--- config.mk ---
export PLATFORM = sky130hd
export DESIGN_NAME = draw_scheduler
export DESIGN_NICKNAME = d
export VERILOG_FILES = /design/src/rtl/draw_scheduler.sv
export SDC_FILE = /design/constraint.sdc
export NUM_CORES = 1
export LEC_CHECK = 0
export BUFFER_PORTS_ARGS = -buffer_cell sky130_fd_sc_hd__buf_2
export CAP_MARGIN = 10
export CORE_ASPECT_RATIO = 0.75
export CORE_MARGIN = 4
export CORE_UTILIZATION = 43
export DETAILED_ROUTE_END_ITERATION = 6
export PLACE_DENSITY_LB_ADDON = 0.15
export SLEW_MARGIN = 20
export SYNTH_ARGS = -nofsm -noshare
export SYNTH_HDL_FRONTEND = slang
export SYNTH_SLANG_ARGS = --single-unit
--- constraint.sdc ---
create_clock -name Clk -period 4.9 [get_ports Clk]
set_input_delay 0.98 -clock Clk [delete_from_list [all_inputs] [get_ports Clk]]
set_output_delay 0.98 -clock Clk [all_outputs]
set_load 0.1 [all_outputs]
--- src/rtl/draw_scheduler.sv ---
// Sprite draw command queue feeding the frame draw engine; owns the double-buffer
// select bit, which flips on the first vsync after a frame's last draw completes.
module draw_scheduler #(
  parameter int unsigned DEPTH   = 8,
  parameter int unsigned ID_W    = 3,
  parameter int unsigned COORD_W = 10
) (
  input  logic               Clk,
  input  logic               Reset_N,
  input  logic               cmd_valid,
  output logic               cmd_ready,
  input  logic [ID_W-1:0]    cmd_img_id,
  input  logic [COORD_W-1:0] cmd_x,
  input  logic [COORD_W-1:0] cmd_y,
  input  logic               cmd_last,
  input  logic               vsync,
  output logic               eng_start,
  output logic [ID_W-1:0]    eng_img_id,
  output logic [COORD_W-1:0] eng_imgX,
  output logic [COORD_W-1:0] eng_imgY,
  input  logic               eng_done,
  output logic               even_frame,
  output logic               swap,
  output logic               busy
);

  localparam int unsigned AW = $clog2(DEPTH);
  localparam int unsigned EW = 1 + ID_W + 2 * COORD_W;

  typedef enum logic [1:0] {IDLE, DRAW, WAIT_VSYNC} state_t;

  state_t             state_q, state_d;
  logic [EW-1:0]      mem_q [DEPTH];
  logic [AW:0]        wr_ptr_q, rd_ptr_q;
  logic               full, empty, push, pop, toggle;
  logic               last_q;
  logic [ID_W-1:0]    id_q;
  logic [COORD_W-1:0] x_q, y_q;
  logic               even_q, swap_q;
  logic [EW-1:0]      head;

  // Pointers carry one extra wrap bit so full and empty are distinguishable.
  assign empty = (wr_ptr_q == rd_ptr_q);
  assign full  = (wr_ptr_q[AW] != rd_ptr_q[AW]) && (wr_ptr_q[AW-1:0] == rd_ptr_q[AW-1:0]);
  assign push  = cmd_valid && !full;
  assign head  = mem_q[rd_ptr_q[AW-1:0]];

  always_comb begin
    state_d = state_q;
    pop     = 1'b0;
    toggle  = 1'b0;
    unique case (state_q)
      IDLE: begin
        if (!empty) begin
          pop     = 1'b1;
          state_d = DRAW;
        end
      end
      DRAW: begin
        if (eng_done) state_d = last_q ? WAIT_VSYNC : IDLE;
      end
      WAIT_VSYNC: begin
        if (vsync) begin
          toggle  = 1'b1;
          state_d = IDLE;
        end
      end
      default: state_d = IDLE;
    endcase
  end

  always_ff @(posedge Clk) begin
    if (push) mem_q[wr_ptr_q[AW-1:0]] <= {cmd_last, cmd_img_id, cmd_x, cmd_y};
  end

  always_ff @(posedge Clk or negedge Reset_N) begin
    if (!Reset_N) begin
      state_q  <= IDLE;
      wr_ptr_q <= '0;
      rd_ptr_q <= '0;
      last_q   <= 1'b0;
      id_q     <= '0;
      x_q      <= '0;
      y_q      <= '0;
      even_q   <= 1'b0;
      swap_q   <= 1'b0;
    end else begin
      state_q <= state_d;
      swap_q  <= toggle;
      if (push) wr_ptr_q <= wr_ptr_q + 1'b1;
      if (pop) begin
        rd_ptr_q <= rd_ptr_q + 1'b1;
        {last_q, id_q, x_q, y_q} <= head;
      end
      if (toggle) even_q <= ~even_q;
    end
  end

  assign cmd_ready  = !full;
  assign eng_start  = (state_q == DRAW);
  assign eng_img_id = id_q;
  assign eng_imgX   = x_q;
  assign eng_imgY   = y_q;
  assign even_frame = even_q;
  assign swap       = swap_q;
  assign busy       = (state_q != IDLE) || !empty;

endmodule

Word level (Yosys, flattened, before mapping)

Memory sizes are Yosys's and may differ from the RTL's. A register that Yosys moved wholly into a read port is not among the register bits.
Index checks and enable logic that the tools add are counted.

Word-level logic and storage cells: 37
Register bits: 12
Memories kept: 1
Memory bits (writable): 192
Input port bits: 29

$add $sub $neg: 2
Bitwise gates (word level): 1
Reduce and logical (&&, ||, !) cells: 9
Eq/ne operators: 8
Mux-type cells: 11

Memories:

| memory | words | width | read ports | clocked after memory_dff | wr ports | line | text |
|---|---|---|---|---|---|---|---|
| mem_q  | 8     | 24    | 1          | 1                        | 1        | 33   | `logic [EW-1:0] mem_q [DEPTH];` |

Operators with widths:

| kind                                                 | number |
|---|---|
| adder 4 x 1 -> 4 bit (second input constant)         | 2 |
| 2-to-1 mux 2 bit                                     | 4 |
| 2-to-1 mux 1 bit                                     | 6 |
| case mux 2 bit (3 select lines)                      | 1 |
| equality test 4 bit                                  | 1 |
| != test 2 bit (second input constant)                | 2 |
| equality test 3 bit                                  | 1 |
| zero test 1 bit                                      | 3 |
| AND reduction 3 bit                                  | 1 |
| equality test 2 x 1 -> 1 bit (second input constant) | 1 |
| equality test 2 bit (second input constant)          | 1 |
| logical AND 1 bit                                    | 2 |
| zero test 2 bit                                      | 1 |
| != test 2 x 1 -> 1 bit (second input constant)       | 1 |
| nonzero test 2 bit                                   | 1 |
| logical OR 1 bit                                     | 1 |
| != test 1 bit                                        | 1 |
| NOT 1 bit                                            | 1 |

Longest topological paths before layout

Depth after elaboration: 6
Mapped depth: 6
Depth with buffers taken out: 4

Worst setup path after synthesis

OpenSTA, ideal clock, no wires.

Path type: input -> register
Start point: input cmd_valid
End point: memory mem_q[4][0] (netlist bit) (enable)
Data required time: 4465 ps
Path buffers: 0
Arrival: 2998 ps
Setup slack: 1466 ps
Setup time: 435 ps
Cell stages on the path: 3
Cell sequence: o41ai_4 > or2_1 > nor3_1

Cells in the longest elaborated chain, start to end: 3

RTL lines:

| item                                   | line | text |
|---|---|---|
| start, declared                        | 10   | `input logic cmd_valid,` |
| logical AND 1 bit                      | 45   | `assign push = cmd_valid && !full;` |
| 2-to-1 mux 1 bit                       | 73   | `if (push) mem_q[wr_ptr_q[AW-1:0]] <= {cmd_last, cmd_img_id, cmd_x, cmd_y};` |
| 2-to-1 mux 1 bit (implied by the code) | 73   |  |
| end, declared                          | 33   |  |

Every way passes these cells.

Final worst setup path

Start point: register wr_ptr_q[1]
End point: output busy

Cells in the longest elaborated chain, start to end: 3

RTL lines:

| item                   | line | text |
|---|---|---|
| start, declared        | 34   | `logic [AW:0] wr_ptr_q, rd_ptr_q;` |
| start signal, assigned | 90   | `if (push) wr_ptr_q <= wr_ptr_q + 1'b1;` |
| equality test 4 bit    | 43   | `assign empty = (wr_ptr_q == rd_ptr_q);` |
| zero test 1 bit        | 106  | `assign busy = (state_q != IDLE) \|\| !empty;` |
| logical OR 1 bit       | 106  |  |
| end, declared          | 24   | `output logic busy` |

Every way passes these cells.

==> flow_summary.json <==
{
  "finalHoldViolations": 0,
  "placement_rows": 44,
  "worst-endpoint-arrival_ns": 2.24,
  "die_y_um": 131,
  "synthFlopType": "sky130_fd_sc_hd__edfxtp_1",
  "areaGrowthSynthToFinish_pct": 17.3,
  "final.setup_skew_ns": 0.00731,
  "synth_cells": 420,
  "insertion_delay_ns": 0.49,
  "postSynthNetCount": 451,
  "run_status": "finished, final reports clean",
  "drt_iter0_drc": 293,
  "syn_avg_cell_area_um2": 20.6,
  "nets_final": 525,
  "synthesis.area_um2": 8670,
  "ys_seq_elements": 228,
  "ir_worst_vdd_uv": 428,
  "synthesis.yosys.warnings": 0,
  "final.period_utilization_pct": 65.7,
  "power.leakage_nw": 3.59,
  "detailed_place_hpwl_mm": 9.18,
  "setup_violation_total_in_the_final_timing_report": 0,
  "hp-class": "reg -> reg",
  "stdcell_area_um2": 10200,
  "grt_util_all_layers_pct": 15.0,
  "layout.cells.most_common": "sky130_fd_sc_hd__edfxtp_1",
  "synthDominantCellAreaShare_pct": 66.5,
  "cp-startpoint": "wr_ptr_q[1]$_DFFE_PN0P_",
  "post_cts_resized": 0,
  "r2r_setup_slack_ns": 2.09,
  "final.min_clock_period_ns": 3.22,
  "overall_power_consumption_w": 0.00725,
  "timing.critical_path.from_type": "register",
  "critPathRequiredTime_ns": 3.92,
  "grt_pass1_wl_mm": 25.4,
  "yosys-top-cells-area": "sky130_fd_sc_hd__edfxtp_1 (67%), sky130_fd_sc_hd__mux4_2 (12%), sky130_fd_sc_hd__dfrtp_1 (10%), sky130_fd_sc_hd__mux2i_1 (2.8%), sky130_fd_sc_hd__o21ai_0 (1.2%)",
  "postRouteWirelength_mm": 16.4,
  "num_antenna_cells": 0,
  "number_of_global_route_vias_before_repair": 4300,
  "slew_headroom_pct": 36.0,
  "largest_net_degree_at_the_start_of_global_routing": 52,
  "post_route_cells_drive_above_1_share_pct": 33.9,
  "cts_made_buffers": 23,
  "library_cells_used_by_synthesis": 26,
  "synth_edf_count": 192,
  "io_buffer_count": 56,
  "max_slew.worst_pin.slew_ns": 0.959,
  "critical_path_class": "reg -> out",
  "viasPerCell": 5.29,
  "detailedPlace.worstSlack_ns": 2.05,
  "final_antenna_net_count": 0,
  "maxCapViolCount": 0,
  "seq_area_frac_synth_pct": 76.9,
  "rsz0062_at_grt": "no",
  "top_level_ports": 57,
  "cts_htree_levels": 1,
  "start_util_pct": 44.2,
  "dieWidth_um": 172,
  "num_vias": 4040,
  "hold_path_startpoint": "eng_imgY[4]$_DFFE_PN0P_",
  "critical-path-top-delay-family": "flip-flops",
  "cp_num_buf_inv": 1,
  "setup_ws_ns": 1.68,
  "clk_path_buf_depth": 3,
  "fmax_mhz": 311,
  "crit-reg2reg-launch": "wr_ptr_q[0]$_DFFE_PN0P_",
  "most_used_cells_in_the_layout_excluding_fill_and_tap_cells": "sky130_fd_sc_hd__edfxtp_1 (192), sky130_fd_sc_hd__buf_2 (56), sky130_fd_sc_hd__mux4_2 (48)",
  "slew_violations": 0,
  "grt_remaining_overflow": 0,
  "critical_path.endpoint_type": "output pin",
  "post_synthesis_cell_type_with_the_largest_combined_area": "sky130_fd_sc_hd__edfxtp_1",
  "post-cts-setup-buffer-count": 0,
  "core_region_area_um2": 19600,
  "dpl_cell_area_um2": 9290,
  "path_clk_slew_ns": 0.06,
  "power_density_nw_per_um2": 713,
  "drt-wirelength-per-cell_um": 21.5,
  "drcViolationCount": 0,
  "number_of_fillers_in_the_final_layout": 1552,
  "drt_pass1_iterations": 4,
  "die-area_um2": 22500,
  "totalNegativeSetupSlack_ns": 0,
  "postCtsHoldBufs": 0,
  "tritoncts": "done",
  "tritoncts_num_sinks": 228,
  "crit_fanout": 8,
  "worst_path_largest_cell_delay_ns": 0.51,
  "gp_congestion": 0.736,
  "synth-async-reset-ratio_pct": 15.8,
  "initial_antenna_violation_count": 0,
  "cts_root_buffer": "sky130_fd_sc_hd__clkbuf_16",
  "crit_path_cell_trace": "xor2_1 -> or2_2 -> nor3_1 -> nand2_1 -> buf_2",
  "critical-path-slowest-cell": "sky130_fd_sc_hd__dfrtp_1"
}
==> area by class of cell <==
type	count	area, um^2	share of cell area [%]
Clock buffer	27	631	6.20
Clock inverter	14	228	2.24
Inverter	5	18.8	0.185
Multi-Input combinational cell	166	1910	18.8
Sequential cell	228	6670	65.6
Tap cell	253	317	3.11
Timing Repair Buffer	70	393	3.86
==> worst register-to-register path: stages (launching register included) <==
cell,delay (ns)
sky130_fd_sc_hd__dfrtp_1,0.53
sky130_fd_sc_hd__xor2_1,0.50
sky130_fd_sc_hd__o41ai_4,0.18
sky130_fd_sc_hd__nand2b_1,0.28
sky130_fd_sc_hd__nor2_2,0.64
sky130_fd_sc_hd__buf_4,0.37
==> routing by layer <==
layer | wire length [um] | vias up | track usage [%]
li1 | - | 1819 | -
met1 | 8180 | 2098 | 23.5
met2 | 7120 | 95 | 22.4
met3 | 811 | 28 | 2.71
met4 | 273 | 0 | 3.28
met5 | 0 | - | 0
==> Yosys cell counts (3+ instances only) <==
library cell,number
sky130_fd_sc_hd__dfrtp_1,36
sky130_fd_sc_hd__edfxtp_1,192
sky130_fd_sc_hd__xnor2_1,4
sky130_fd_sc_hd__clkbuf_2,3
sky130_fd_sc_hd__xor2_1,8
sky130_fd_sc_hd__o21ai_0,21
sky130_fd_sc_hd__mux2i_1,24
sky130_fd_sc_hd__clkbuf_1,7
sky130_fd_sc_hd__mux4_2,48
sky130_fd_sc_hd__nor2_1,10
sky130_fd_sc_hd__nand2b_1,5
sky130_fd_sc_hd__nor3_1,3
sky130_fd_sc_hd__nand2_1,27
sky130_fd_sc_hd__inv_1,5
sky130_fd_sc_hd__o21ai_1,4
sky130_fd_sc_hd__buf_2,9
==> flip-flops by register name, indices dropped and copies added (netlist names) <==
signal,cells
eng_imgX,10
eng_imgY,10
eng_img_id,3
even_frame,1
last_q,1
mem_q,192
rd_ptr_q,4
state_q,2
swap,1
wr_ptr_q,4
==> path summary, 6_finish.rpt <==
kind / endpoint / depth (start not counted)
max in group asynchronous: rd_ptr_q[0]$_DFFE_PN0P_ / 1
min reg2reg: eng_imgY[4]$_DFFE_PN0P_ / 2
max: busy / 5
min: eng_imgY[4]$_DFFE_PN0P_ / 2
max reg2reg: mem_q[2][0]$_DFFE_PP_ / 5
min in group asynchronous: eng_imgX[3]$_DFFE_PN0P_ / 1
==> cells by family (layout without fill, tap and decap cells) <==
logic type	count (synthesis)	in the layout	share of synthesized area, %
fa+ha+maj	2	2	0.289
xor+xnor	12	12	1.21
buf+inv	26	116	1.39
simple gates	50	50	2.53
compound gates	28	28	2.15
flops	228	228	76.9
mux	74	74	15.5
==> metrics by stage <==
stage	hold slack, ns	cells	util, %
after floorplan	0.450	420	-
after global placement	0.453	721	47.4
after detailed placement	0.466	721	47.4
after CTS	0.479	762	51.8
after global routing	0.502	763	51.9
final	0.475	763	51.9
==> report_power, final <==
part | internal [W] | switching [W]
Combinational | 0.000809 | 0.00183
Clock | 0.00123 | 0.000695
Sequential | 0.00253 | 0.000146
Total | 0.00458 | 0.00267
(Power assumes the default switching activity.)
